## src/rtl/fetch_sequencer.sv

```systemverilog
// fetch_sequencer: owns the program counter and picks each cycle's fetch address.
// Handles the boot vector load, sequential fetch, two-word instructions, jump
// redirect and interrupt entry. The instruction memory reads combinationally,
// so mem_addr_o is the registered PC.
module fetch_sequencer #(
  parameter int AW           = 32,
  parameter int IMM_BIT      = 0,
  parameter int BOOT_ADDR    = 0,
  parameter int INT_VEC_ADDR = 2
) (
  input  logic          clk,
  input  logic          rst,
  input  logic          stall_i,
  input  logic          jump_i,
  input  logic [AW-1:0] jump_tgt_i,
  input  logic          int_req_i,
  input  logic [15:0]   instr_i,
  output logic [AW-1:0] mem_addr_o,
  output logic [15:0]   instr_o,
  output logic          instr_vld_o,
  output logic [15:0]   imm_o,
  output logic          imm_vld_o,
  output logic [AW-1:0] pc_o,
  output logic [AW-1:0] ret_pc_o,
  output logic          int_ack_o,
  output logic          flush_o
);

  typedef enum logic [2:0] {
    S_BOOT_HI = 3'd0,
    S_BOOT_LO = 3'd1,
    S_RUN     = 3'd2,
    S_IMM     = 3'd3,
    S_VEC_HI  = 3'd4,
    S_VEC_LO  = 3'd5
  } state_t;

  localparam logic [AW-1:0] BOOT_A = AW'(BOOT_ADDR);
  localparam logic [AW-1:0] VEC_A  = AW'(INT_VEC_ADDR);
  localparam logic [AW-1:0] BOOT_N = BOOT_A + AW'(1);
  localparam logic [AW-1:0] VEC_N  = VEC_A + AW'(1);

  state_t        r_state;
  state_t        w_state_next;
  logic [AW-1:0] r_pc;
  logic [AW-1:0] w_pc_next;
  logic [AW-1:0] r_ret_pc;
  logic [AW-1:0] w_ret_next;
  logic [AW-1:0] w_pc_inc;
  logic          w_instr_vld;
  logic          w_imm_vld;
  logic          w_int_ack;
  logic          w_flush;

  // High vector word goes to the upper PC bits; the low half points at the next vector word.
  function automatic logic [AW-1:0] load_hi(input logic [15:0] hi, input logic [AW-1:0] nxt);
    logic [AW-1:0] v;
    v          = '0;
    v[AW-1:16] = hi[AW-17:0];
    v[15:0]    = nxt[15:0];
    return v;
  endfunction

  assign w_pc_inc = r_pc + AW'(1);

  // Next-state, next-PC and per-cycle control outputs
  always_comb begin
    w_state_next = r_state;
    w_pc_next    = r_pc;
    w_ret_next   = r_ret_pc;
    w_instr_vld  = 1'b0;
    w_imm_vld    = 1'b0;
    w_int_ack    = 1'b0;
    w_flush      = 1'b0;
    case (r_state)
      S_BOOT_HI: begin
        w_pc_next    = load_hi(instr_i, BOOT_N);
        w_state_next = S_BOOT_LO;
      end
      S_BOOT_LO: begin
        w_pc_next    = {r_pc[AW-1:16], instr_i};
        w_state_next = S_RUN;
      end
      S_VEC_HI: begin
        w_pc_next    = load_hi(instr_i, VEC_N);
        w_state_next = S_VEC_LO;
      end
      S_VEC_LO: begin
        w_pc_next    = {r_pc[AW-1:16], instr_i};
        w_state_next = S_RUN;
      end
      S_RUN: begin
        if (jump_i) begin
          w_pc_next = jump_tgt_i;
          w_flush   = 1'b1;
        end else if (stall_i) begin
          w_instr_vld = 1'b1;
        end else if (int_req_i) begin
          // The word at pc is discarded and re-fetched on return.
          w_ret_next   = r_pc;
          w_int_ack    = 1'b1;
          w_flush      = 1'b1;
          w_pc_next    = VEC_A;
          w_state_next = S_VEC_HI;
        end else begin
          w_instr_vld = 1'b1;
          w_pc_next   = w_pc_inc;
          if (instr_i[IMM_BIT]) w_state_next = S_IMM;
        end
      end
      S_IMM: begin
        if (jump_i) begin
          w_pc_next    = jump_tgt_i;
          w_flush      = 1'b1;
          w_state_next = S_RUN;
        end else if (stall_i) begin
          w_imm_vld = 1'b1;
        end else begin
          w_imm_vld    = 1'b1;
          w_pc_next    = w_pc_inc;
          w_state_next = S_RUN;
        end
      end
      default: begin
        w_pc_next    = BOOT_A;
        w_state_next = S_BOOT_HI;
      end
    endcase
  end

  // State, PC and return-PC registers
  always_ff @(posedge clk or negedge rst) begin
    if (!rst) begin
      r_state  <= S_BOOT_HI;
      r_pc     <= BOOT_A;
      r_ret_pc <= '0;
    end else begin
      r_state  <= w_state_next;
      r_pc     <= w_pc_next;
      r_ret_pc <= w_ret_next;
    end
  end

  assign mem_addr_o  = r_pc;
  assign pc_o        = r_pc;
  assign ret_pc_o    = r_ret_pc;
  assign instr_o     = instr_i;
  assign imm_o       = (r_state == S_IMM) ? instr_i : 16'h0000;
  assign instr_vld_o = w_instr_vld;
  assign imm_vld_o   = w_imm_vld;
  assign int_ack_o   = w_int_ack;
  assign flush_o     = w_flush;

endmodule

```

## config.mk

```make
export PLATFORM = sky130hd
export DESIGN_NAME = fetch_sequencer
export DESIGN_NICKNAME = d
export VERILOG_FILES = /design/src/rtl/fetch_sequencer.sv
export SDC_FILE = /design/constraint.sdc
export NUM_CORES = 1
export LEC_CHECK = 0
export CAP_MARGIN = 25
export CORE_MARGIN = 2
export CORE_UTILIZATION = 44
export CTS_BUF_LIST = sky130_fd_sc_hd__clkbuf_8 sky130_fd_sc_hd__clkbuf_16
export DETAILED_ROUTE_END_ITERATION = 8
export PLACE_DENSITY_LB_ADDON = 0.25
export SKIP_CTS_REPAIR_TIMING = 1
export SYNTH_ARGS = -nofsm -noshare
export SYNTH_HDL_FRONTEND = slang
export SYNTH_SLANG_ARGS = --single-unit
```

## constraint.sdc

```tcl
create_clock -name clk -period 2.6 [get_ports clk]
set_input_delay 0.65 -clock clk [delete_from_list [all_inputs] [get_ports clk]]
set_output_delay 0.65 -clock clk [all_outputs]
set_load 0.03 [all_outputs]
```

# [Word level (Yosys, flattened, before mapping)]
# Index checks and enable logic that the tools add are counted.
[classes] n_addsub=1 n_mul=0 div=0 order_cmp=0 n_eq_ne=10 n_shift=0 muxes=27 n_bitwise=3 reduce_logical=6
[op_table] operator="32-bit 2-to-1 mux" count=5
[op_table] operator="32-bit case mux with 5 select lines" count=1
[op_table] operator="32-bit by 1-bit adder with 32-bit output (second input constant)" count=1
[op_table] operator="3-bit 2-to-1 mux" count=6
[op_table] operator="16-bit 2-to-1 mux" count=1
[op_table] operator="3-bit case mux with 5 select lines" count=1
[op_table] operator="1-bit 2-to-1 mux" count=12
[op_table] operator="3-bit inequality test (second input constant)" count=3
[op_table] operator="4-bit AND reduction" count=2
[op_table] operator="3-bit by 2-bit equality test with 1-bit output (second input constant)" count=2
[op_table] operator="3-bit equality test (second input constant)" count=2
[op_table] operator="2-bit inequality test (second input constant)" count=2
[op_table] operator="3-bit by 1-bit equality test with 1-bit output (second input constant)" count=1
[op_table] operator="3-bit zero test" count=1
[op_table] operator="1-bit inverter" count=3
[op_table] operator="3-bit AND reduction" count=1
[op_table] operator="1-bit case mux with 2 select lines" count=1
[op_table] operator="2-bit AND reduction" count=1
[op_table] operator="2-bit OR reduction" count=1
[totals] register_bits=67 latch_bits=0 mem_bits_rw=0 mem_bits_ro=0 inputBits=53 output_inout_bits=132 elab_cells=51 mem_count=0

# [Depth between registers and ports, before layout]
# Gate-level depths: netlist of the first run.
[depth] ltp_word=5 depth_mapped=8 mapped_depth_nobuf=6

# [Least setup slack after synthesis of the first run]
# No wires, ideal clock.
[synth_path] path_kind="in2out" start="in stall_i" end="out int_ack_o" t_arrival_ps=1760 setup_slack_ps=190 path_stages=6 n_path_buf=3 cell_sequence="clkbuf_1 -> nor4b_2 -> nand2_1 -> buf_2 -> clkbuf_1 -> inv_1"
[synth_between] elab_chain_cells=3
[synth_rtl] element="start: declaration" line_no="13" rtl="input logic stall_i,"
[synth_rtl] element="1-bit 2-to-1 mux" line_no="96" rtl="end else if (stall_i) begin"
[synth_rtl] element="1-bit 2-to-1 mux" line_no="93" rtl="if (jump_i) begin"
[synth_rtl] element="1-bit 2-to-1 mux" line_no="75" rtl="case (r_state)"
[synth_rtl] element="end: declaration" line_no="25" rtl="output logic int_ack_o,"
# Every way passes these cells.

# [Worst setup path after layout of the first run]
[layout_path] start="in jump_i" end="out int_ack_o"
[layout_between] elab_chain_cells=2
[layout_rtl] element="start: declaration" line_no="14" rtl="input logic jump_i,"
[layout_rtl] element="1-bit 2-to-1 mux" line_no="93"
[layout_rtl] element="1-bit 2-to-1 mux" line_no="75"
# Every way passes these cells.

==> results of run 1 <==
==> layout make-up <==
cell class | instances | area (um2)
clock buffers | 12 | 165
clock inverters | 2 | 35.0
fillers | 816 | 3510
inverters | 11 | 55.1
multi-input cells | 305 | 2200
flip-flops and latches | 67 | 1680
well taps | 133 | 166
repair buffers | 218 | 2050
==> registers in the layout, summed over array words and instances, names as in the netlist <==
| register | count |
|---|---|
| mem_addr_o | 32 |
| ret_pc_o | 32 |
| r_state | 3 |
==> critical path, delay by kind of cell <==
kind                   cells  cell delay [ns]
buffers and inverters      3             0.70
AND/OR/NAND/NOR            2             0.53
==> power by group <==
group	total [mW]	switching [mW]	internal, mW
logic	4.94	2.82	2.12
clock network	0.917	0.407	0.510
registers	2.27	0.755	1.51
total	8.12	3.98	4.14
==> stage by stage <==
step                      hold slack (ns)  setup WS (ns)  cells  power [mW]  utilization
final                               0.390         0.0693    748        8.12        0.644
after global placement              0.463         0.0745    734        7.12        0.623
after detailed placement            0.469         0.0261    734        7.21        0.623
after CTS                           0.461         0.0704    748        8.15        0.643
after floorplan                     0.354          0.190    462        5.42            -
after global routing                0.488        0.00918    748        8.54        0.644
==> kinds of logic after synthesis <==
group / count (synthesis) / synth area share
and+or+nand+nor: 136 / 0.198
DFF: 67 / 0.373
muxes: 32 / 0.0787
buffers and inverters: 90 / 0.140
AOI/OAI and AO/OA: 120 / 0.176
xor gates and xnor gates: 15 / 0.0292
adders and majority gates: 2 / 0.00556
==> per-layer routing <==
metal | up-vias | GRT usage | wire, um | share of wire
li1 | 1949 | - | - | -
met1 | 2090 | 0.373 | 6370 | 0.43
met2 | 192 | 0.419 | 6950 | 0.47
met3 | 40 | 0.0381 | 868 | 0.059
met4 | 0 | 0.123 | 579 | 0.039
met5 | - | 0 | 0 | 0
==> cell usage in the layout (no fill, tap or decap), types with 3 or more instances in the layout <==
cell               n
clkdlybuf4s50_1  151
dfrtp_1           67
buf_4             64
a21oi_1           31
nand2_1           25
and3_1            19
o21ai_0           19
mux2_2            18
nand3_1           16
nor2_1            15
a22oi_1           14
o21ai_1           12
clkbuf_8          12
inv_1              9
mux2_1             9
xnor2_1            8
nand2b_1           7
nor2b_1            7
xor2_1             7
nand4_1            6
nor3_1             5
a22o_1             5
mux2i_1            5
o211ai_1           4
a222oi_1           4
o311ai_1           4
o21a_1             3
nor3_2             3
nand4_4            3
a31oi_1            3
a211oi_1           3
nor4_1             3
buf_12             3
==> worst max path at each step <==
stage,cells after the start,end,slack [ns],start
6_report,5,int_ack_o,0.07,jump_i
5_1_grt,5,int_ack_o,0.009,jump_i
4_1_cts,4,instr_vld_o,0.07,jump_i
3_5_place_dp,6,mem_addr_o[22],0.03,jump_i
3_3_place_gp,6,mem_addr_o[22],0.07,jump_i
2_1_floorplan,6,int_ack_o,0.19,stall_i
==> results.sh, run 1 <==
export IMPL_dieArea_mm2=0.0110
export IMPL_io_buffers=184
export IMPL_grt_usage=0.270
export IMPL_maxCapViolations=0
export IMPL_avgSynthCellArea_um2=9.73
export IMPL_cts_tree="yes"
export IMPL_start_util=0.456
export IMPL_ys_warn_count=0
export IMPL_drt_wl_total_um=14800
export IMPL_yosysMostFrequentCell="dfrtp_1"
export IMPL_irDropWorstVdd_uv=629
export IMPL_ant_nets=0
export IMPL_grt_pass1_wl_um=23300
export IMPL_stdcell_area_mm2=0.00635
export IMPL_viasPerCell=5.71
export IMPL_antenna_found_initial=0
export IMPL_postSynthCellCount=462
export IMPL_die_w_um=105
export IMPL_num_nets_final=667
export IMPL_worst_setup_path_type="input port to primary output"
export IMPL_drive_above_1_share=0.202
export IMPL_cp_end_kind="primary output"
export IMPL_worstReg2RegStart="mem_addr_o[0]"
export IMPL_synth_edf_count=0
export IMPL_critPathMaxFanout=4
export IMPL_yosys_most_used_dff="dfrtp_1"
export IMPL_root_buffer="clkbuf_8"
export IMPL_drtIter0Drc=229
export IMPL_row_count=36
export IMPL_power_density_mw_per_mm2=1280
export IMPL_dpl_hpwl_um=11000
export IMPL_grt_max_degree=68
export IMPL_crit_path_start_kind="input port"
export IMPL_clk_insertion_delay_late_ns=0.35
export IMPL_first_pass_iters=7
export IMPL_max_stage_delay_ns=0.47
export IMPL_rrSetupSlack_ns=0.50
export IMPL_cts_htree_levels=3
export IMPL_dr_total_vias=4271
export IMPL_grt_pass1_vias=4169
export IMPL_setup_viol=0
export IMPL_slowest_stage="clkdlybuf4s50_1"
export IMPL_area_growth_pct=41.2
export IMPL_grt_setup_unrepaired="no"
export IMPL_routabilityCongestion=0.927
export IMPL_arrival_ns=1.88
export IMPL_syn_nets=517
export IMPL_tns_ns=0
export IMPL_crit_path_cell_trace="clkdlybuf4s50_1, nor4b_2, nand2_2, inv_1, buf_4"
export IMPL_wire_per_inst_um=19.7
export IMPL_clkTransAtPathRegs_ns=0.08
export IMPL_period_needed_ns=2.53
export IMPL_synth_top_cells_by_area="dfrtp_1 (37%), buf_4 (8.8%), mux2_2 (4.5%)"
export IMPL_yosys_register_bits=67
export IMPL_clockBufferDepth=2
export IMPL_hold_class="input port to asynchronous set/reset pin"
export IMPL_pin_count=185
export IMPL_reg2regPathDepth=6
export IMPL_hold_viol_final=0
export IMPL_drcViolationCount=0
export IMPL_drv_slew=0
export IMPL_fin_crit_sh=0.973
export IMPL_synth_area_mm2=0.00450
export IMPL_synth_top_area_frac=0.373
export IMPL_fin_skew_ns=0.00833
export IMPL_grt_overflow=0
export IMPL_synthArstFlopShare=1.00
export IMPL_cts_made_buffers=9
export IMPL_diodes=0
export IMPL_required_ns=1.95
export IMPL_fp_dieH_um=105
export IMPL_rr_endpoint="mem_addr_o[18]"
export IMPL_status="finished clean"
export IMPL_synth_top_cell_by_area="dfrtp_1"
export IMPL_fmax_mhz=395
export IMPL_ys_types=69
export IMPL_synth_common_cells="dfrtp_1 (67), buf_4 (53), a21oi_1 (31)"
export IMPL_dpl_cell_area_mm2=0.00614
export IMPL_cts_sinks=67
export IMPL_yosysSeqAreaShare=0.373
export IMPL_p_leak_nw=2.73
export IMPL_worstMarginPinSlew_ns=0.877
export IMPL_slew_headroom=0.415
export IMPL_core_area_mm2=0.00986
(Power assumes the default switching activity.)
==> inputs of run 2 (changes only) <==
--- a/config.mk
+++ b/config.mk
@@ -5,9 +5,10 @@
 export SDC_FILE = /design/constraint.sdc
 export NUM_CORES = 1
 export LEC_CHECK = 0
+export ABC_AREA = 1
 export CAP_MARGIN = 25
 export CORE_MARGIN = 2
-export CORE_UTILIZATION = 44
+export CORE_UTILIZATION = 45
 export CTS_BUF_LIST = sky130_fd_sc_hd__clkbuf_8 sky130_fd_sc_hd__clkbuf_16
 export DETAILED_ROUTE_END_ITERATION = 8
 export PLACE_DENSITY_LB_ADDON = 0.25
==> results.sh, run 2 <==
export IMPL_status="finished clean"
export IMPL_grt_usage=0.293
export IMPL_synthArstFlopShare=1.00
export IMPL_worst_slack_ns=0.0718
export IMPL_drtIter0Drc=319
export IMPL_seq_area_mm2=0.00168
export IMPL_cp_num_buf_inv=2
export IMPL_worstMarginPinSlew_ns=0.900
export IMPL_crit_path_start_kind="input port"
export IMPL_row_count=37
export IMPL_yosysSeqAreaShare=0.355
export IMPL_dpl_hpwl_um=12600
export IMPL_hold_viol_final=0
export IMPL_crit_path_cell_trace="clkdlybuf4s50_1, clkdlybuf4s50_1"
export IMPL_fp_dieH_um=106
export IMPL_layout_common_cells="nand2_1 (300), clkdlybuf4s50_1 (157), nor2_1 (119)"
export IMPL_ys_types=32
export IMPL_postSynthCellCount=747
export IMPL_maxCapViolations=0
export IMPL_fin_skew_ns=0.00846
export IMPL_nFillCells=954
export IMPL_drv_slew=0
export IMPL_ys_warn_count=0
export IMPL_yosysMostFrequentCell="nand2_1"
export IMPL_pin_count=185
export IMPL_viasPerCell=5.03
export IMPL_grt_overflow=0
export IMPL_routabilityCongestion=0.953
export IMPL_place_ws_ns=0.0661
export IMPL_tns_ns=0
export IMPL_setup_viol=0
export IMPL_p_leak_nw=3.18
export IMPL_root_buffer="clkbuf_8"
export IMPL_syn_nets=802
export IMPL_fmax_mhz=396
export IMPL_grt_pass1_wl_um=25700
export IMPL_synth_top_cells_by_area="dfrtp_1 (36%), nand2_1 (24%), nor2_1 (9.5%)"
export IMPL_drive_above_1_share=0.0914
export IMPL_cts_made_buffers=9
export IMPL_yosys_register_bits=67
export IMPL_synth_top_area_frac=0.355
export IMPL_cp_end_kind="primary output"
export IMPL_diodes=0
export IMPL_layout_commonest_cell="nand2_1"
export IMPL_hold_class="input port to asynchronous set/reset pin"
export IMPL_area_growth_pct=40.0
export IMPL_wire_per_inst_um=15.7
export IMPL_worst_setup_path_type="input port to primary output"
export IMPL_slowest_stage="clkdlybuf4s50_1"
export IMPL_first_pass_iters=7
export IMPL_drt_wl_total_um=16200
export IMPL_arrival_ns=1.88
export IMPL_crit_top_cell="clkdlybuf4s50_1"
export IMPL_drcViolationCount=0
export IMPL_io_buffers=184
export IMPL_avgSynthCellArea_um2=6.31
export IMPL_synth_area_mm2=0.00472
export IMPL_dieArea_mm2=0.0113
export IMPL_timing_hold_ws_ns=0.296
export IMPL_multiInputGateArea_mm2=0.00232
export IMPL_max_stage_delay_ns=0.69
export IMPL_rrSetupSlack_ns=0.55
export IMPL_ant_nets=0
export IMPL_required_ns=1.95
export IMPL_dr_total_vias=5200
export IMPL_synth_top_cell_by_area="dfrtp_1"
export IMPL_cts_sinks=67
export IMPL_clk_insertion_delay_late_ns=0.35
export IMPL_core_area_mm2=0.0102
export IMPL_grt_pass1_vias=5024
export IMPL_stdcell_area_mm2=0.00660
export IMPL_antenna_found_initial=0
export IMPL_yosys_most_used_dff="dfrtp_1"
export IMPL_finalPower_mw=8.08
export IMPL_critPathMaxFanout=3
export IMPL_die_w_um=106
export IMPL_synth_edf_count=0
export IMPL_dpl_cell_area_mm2=0.00642
export IMPL_power_density_mw_per_mm2=1220
export IMPL_slew_headroom=0.400
export IMPL_synth_common_cells="nand2_1 (300), nor2_1 (119), dfrtp_1 (67)"
export IMPL_grt_setup_unrepaired="no"
export IMPL_num_nets_final=948
export IMPL_cts_htree_levels=3
export IMPL_clockBufferDepth=2
export IMPL_crit_family="buffers and inverters"
export IMPL_start_util=0.461
export IMPL_irDropWorstVdd_uv=805
export IMPL_grt_max_degree=68
export IMPL_cts_tree="yes"
export IMPL_period_needed_ns=2.53
export IMPL_fin_crit_sh=0.972
export IMPL_clkTransAtPathRegs_ns=0.08
## run 2: power by group
group	switching, mW	total (mW)	internal (mW)
Clock	0.398	0.811	0.413
Sequential	0.590	2.08	1.49
Combinational	3.23	5.19	1.96
Total	4.22	8.08	3.86
## run 2: worst reg2reg max path, cell delays in order (launching register included)
cell,delay (ns)
dfrtp_1,0.48
inv_1,0.12
nor2_1,0.37
nand2_2,0.18
nor2_1,0.28
nand3_1,0.11
nand2_1,0.14
nand2_1,0.07
nand2_1,0.06
nand2_1,0.04
nand2_1,0.05
nand2_1,0.05
## run 2: cell type report
cell class | count | share of cell area
Clock buffer | 12 | 0.0250
Clock inverter | 3 | 0.00208
Inverter | 68 | 0.0387
Multi-Input combinational cell | 542 | 0.351
Sequential cell | 67 | 0.254
Tap cell | 136 | 0.0258
Timing Repair Buffer | 205 | 0.304
## run 2: worst paths after layout
check                              start  cells past startpoint        endpoint
min                                  rst                      2   mem_addr_o[2]
max reg2reg                mem_addr_o[0]                     11  mem_addr_o[25]
min in group clk             ret_pc_o[1]                      2     ret_pc_o[1]
min reg2reg                  ret_pc_o[1]                      2     ret_pc_o[1]
max in group asynchronous            rst                      2    ret_pc_o[14]
max                           instr_i[8]                      2      instr_o[8]
## run 2: kinds of logic after synthesis
| logic type | synth area share |
|---|---|
| xor gates and xnor gates | 0.0167 |
| DFF | 0.355 |
| AOI/OAI and AO/OA | 0.0875 |
| and+or+nand+nor | 0.382 |
| buffers and inverters | 0.153 |
| adders and majority gates | 0.00530 |
## run 2: through the flow
stage,instances,utilization
floorplan,747,-
global placement,1018,0.628
detailed placement,1018,0.628
CTS,1033,0.645
global route,1033,0.645
finish,1033,0.645
## run 2: metal layers
layer,track usage,vias to the layer above,share of wire
met4,0.113,0,0.021
met1,0.408,2386,0.45
met5,0,-,0
met3,0.0448,23,0.077
met2,0.459,257,0.45
li1,-,2534,-
==> inputs of run 3 (changes only) <==
--- a/config.mk
+++ b/config.mk
@@ -6,9 +6,9 @@
 export NUM_CORES = 1
 export LEC_CHECK = 0
 export ABC_AREA = 1
-export CAP_MARGIN = 25
+export CAP_MARGIN = 20
 export CORE_MARGIN = 2
-export CORE_UTILIZATION = 45
+export CORE_UTILIZATION = 30
 export CTS_BUF_LIST = sky130_fd_sc_hd__clkbuf_8 sky130_fd_sc_hd__clkbuf_16
 export DETAILED_ROUTE_END_ITERATION = 8
 export PLACE_DENSITY_LB_ADDON = 0.25
==> results.sh, run 3 (synthesis results as in run 2) <==
export IMPL_fmax_mhz=403
export IMPL_place_ws_ns=0.117
export IMPL_worst_slack_ns=0.120
export IMPL_cp_num_buf_inv=2
export IMPL_grt_max_degree=47
export IMPL_ant_nets=0
export IMPL_maxCapViolations=0
export IMPL_arrival_ns=1.83
export IMPL_nFillCells=1598
export IMPL_cts_sinks=67
export IMPL_grt_pass1_wl_um=26100
export IMPL_fp_dieH_um=129
export IMPL_io_buffers=184
export IMPL_setup_viol=0
export IMPL_drcViolationCount=0
export IMPL_hold_viol_final=0
export IMPL_grt_setup_unrepaired="no"
export IMPL_p_sw_frac=0.503
export IMPL_grt_pass1_vias=4824
export IMPL_dr_total_vias=5081
export IMPL_irDropWorstVdd_uv=445
export IMPL_area_growth_pct=44.6
export IMPL_layout_commonest_cell="nand2_1"
export IMPL_status="finished clean"
export IMPL_dieArea_mm2=0.0167
export IMPL_seq_area_mm2=0.00168
export IMPL_clkTransAtPathRegs_ns=0.06
export IMPL_grt_overflow=0
export IMPL_routabilityCongestion=0.917
export IMPL_rrSetupSlack_ns=0.51
export IMPL_pin_count=185
export IMPL_cts_htree_levels=3
export IMPL_period_needed_ns=2.48
export IMPL_cts_made_buffers=9
export IMPL_crit_family="buffers and inverters"
export IMPL_clkPwrFrac=0.154
export IMPL_crit_top_cell="clkdlybuf4s50_1"
export IMPL_tns_ns=0
export IMPL_fin_crit_sh=0.954
export IMPL_worst_setup_path_type="input port to primary output"
export IMPL_cellInternalPower_mw=4.26
export IMPL_crit_path_cell_trace="clkdlybuf4s50_1, clkdlybuf4s50_1"
export IMPL_clk_insertion_delay_late_ns=0.34
export IMPL_grt_usage=0.205
export IMPL_max_stage_delay_ns=0.68
export IMPL_antenna_found_initial=0
export IMPL_p_leak_nw=3.24
export IMPL_start_util=0.309
export IMPL_drt_wl_total_um=16900
export IMPL_slowest_stage="clkdlybuf4s50_1"
export IMPL_crit_path_start_kind="input port"
export IMPL_drive_above_1_share=0.0956
export IMPL_power_switching_mw=4.31
export IMPL_layout_common_cells="nand2_1 (300), clkdlybuf4s50_1 (155), nor2_1 (119)"
export IMPL_root_buffer="clkbuf_16"
export IMPL_hold_class="input port to asynchronous set/reset pin"
export IMPL_core_area_mm2=0.0153
export IMPL_p_seq_frac=0.247
export IMPL_row_count=45
export IMPL_combPwrFrac=0.599
export IMPL_viasPerCell=4.57
export IMPL_drv_slew=0
export IMPL_dpl_hpwl_um=13200
export IMPL_clockBufferDepth=2
export IMPL_diodes=0
export IMPL_cp_end_kind="primary output"
export IMPL_slew_headroom=0.523
export IMPL_num_nets_final=950
export IMPL_drtIter0Drc=307
export IMPL_fin_skew_ns=0.00919
export IMPL_fin_cells=1111
export IMPL_cts_tree="yes"
export IMPL_multiInputGateArea_mm2=0.00232
export IMPL_placed_cells=1095
export IMPL_required_ns=1.95
export IMPL_power_density_mw_per_mm2=1260
export IMPL_critPathMaxFanout=3
export IMPL_wire_per_inst_um=15.2
export IMPL_worstMarginPinSlew_ns=0.715
export IMPL_die_w_um=129
export IMPL_first_pass_iters=5
run 3: changes by cell type in the layout (fill, tap and decap cells not counted):
| cell | before | now |
|---|---|---|
| buf_12 | 6 | 4 |
| buf_4 | 41 | 47 |
| bufinv_16 | 0 | 2 |
| clkbuf_16 | 0 | 9 |
| clkbuf_8 | 12 | 0 |
| clkdlybuf4s50_1 | 157 | 155 |
| clkinv_1 | 1 | 2 |
| clkinv_2 | 2 | 1 |
| clkinv_4 | 0 | 2 |
| clkinvlp_4 | 0 | 1 |
| inv_2 | 4 | 3 |
run 3: path summary, 6_finish.rpt:
kind,start,end,cells after the start
max,instr_i[9],instr_o[9],2
max reg2reg,mem_addr_o[1],mem_addr_o[14],11
min,rst,ret_pc_o[30],1
max in group asynchronous,rst,ret_pc_o[28],2
min reg2reg,ret_pc_o[1],ret_pc_o[1],2
min in group clk,ret_pc_o[1],ret_pc_o[1],2
run 3: layout make-up:
cell class | count | area share
clock buffer | 9 | 0.0330
clock inverter | 7 | 0.0138
inverter | 68 | 0.0374
multi-input combinational | 542 | 0.340
sequential | 67 | 0.246
tap | 211 | 0.0387
timing repair buffer | 207 | 0.292
run 3: per-layer routing:
layer	wire length, um	GRT usage
met1	8000	0.300
met2	7400	0.308
met3	1140	0.0334
met4	333	0.0633
met5	0	0
run 3: power by group through the flow:
stage	Clock (mW)	Sequential [mW]	Combinational [mW]
after detailed placement	0	2.13	5.15
after floorplan	0	2.76	2.54
after global placement	0	2.12	5.14
final	1.32	2.12	5.13
after global routing	1.38	2.19	5.57
after CTS	1.34	2.12	5.16
run 3: stage by stage:
| step | utilization | power, mW | hold slack, ns | area, um2 |
|---|---|---|---|---|
| after floorplan | - | 5.31 | 0.354 | 4720 |
| after global placement | 0.426 | 7.26 | 0.452 | 6500 |
| after detailed placement | 0.426 | 7.28 | 0.458 | 6500 |
| after CTS | 0.447 | 8.62 | 0.369 | 6820 |
| after global routing | 0.447 | 9.15 | 0.404 | 6820 |
| final | 0.447 | 8.57 | 0.362 | 6820 |
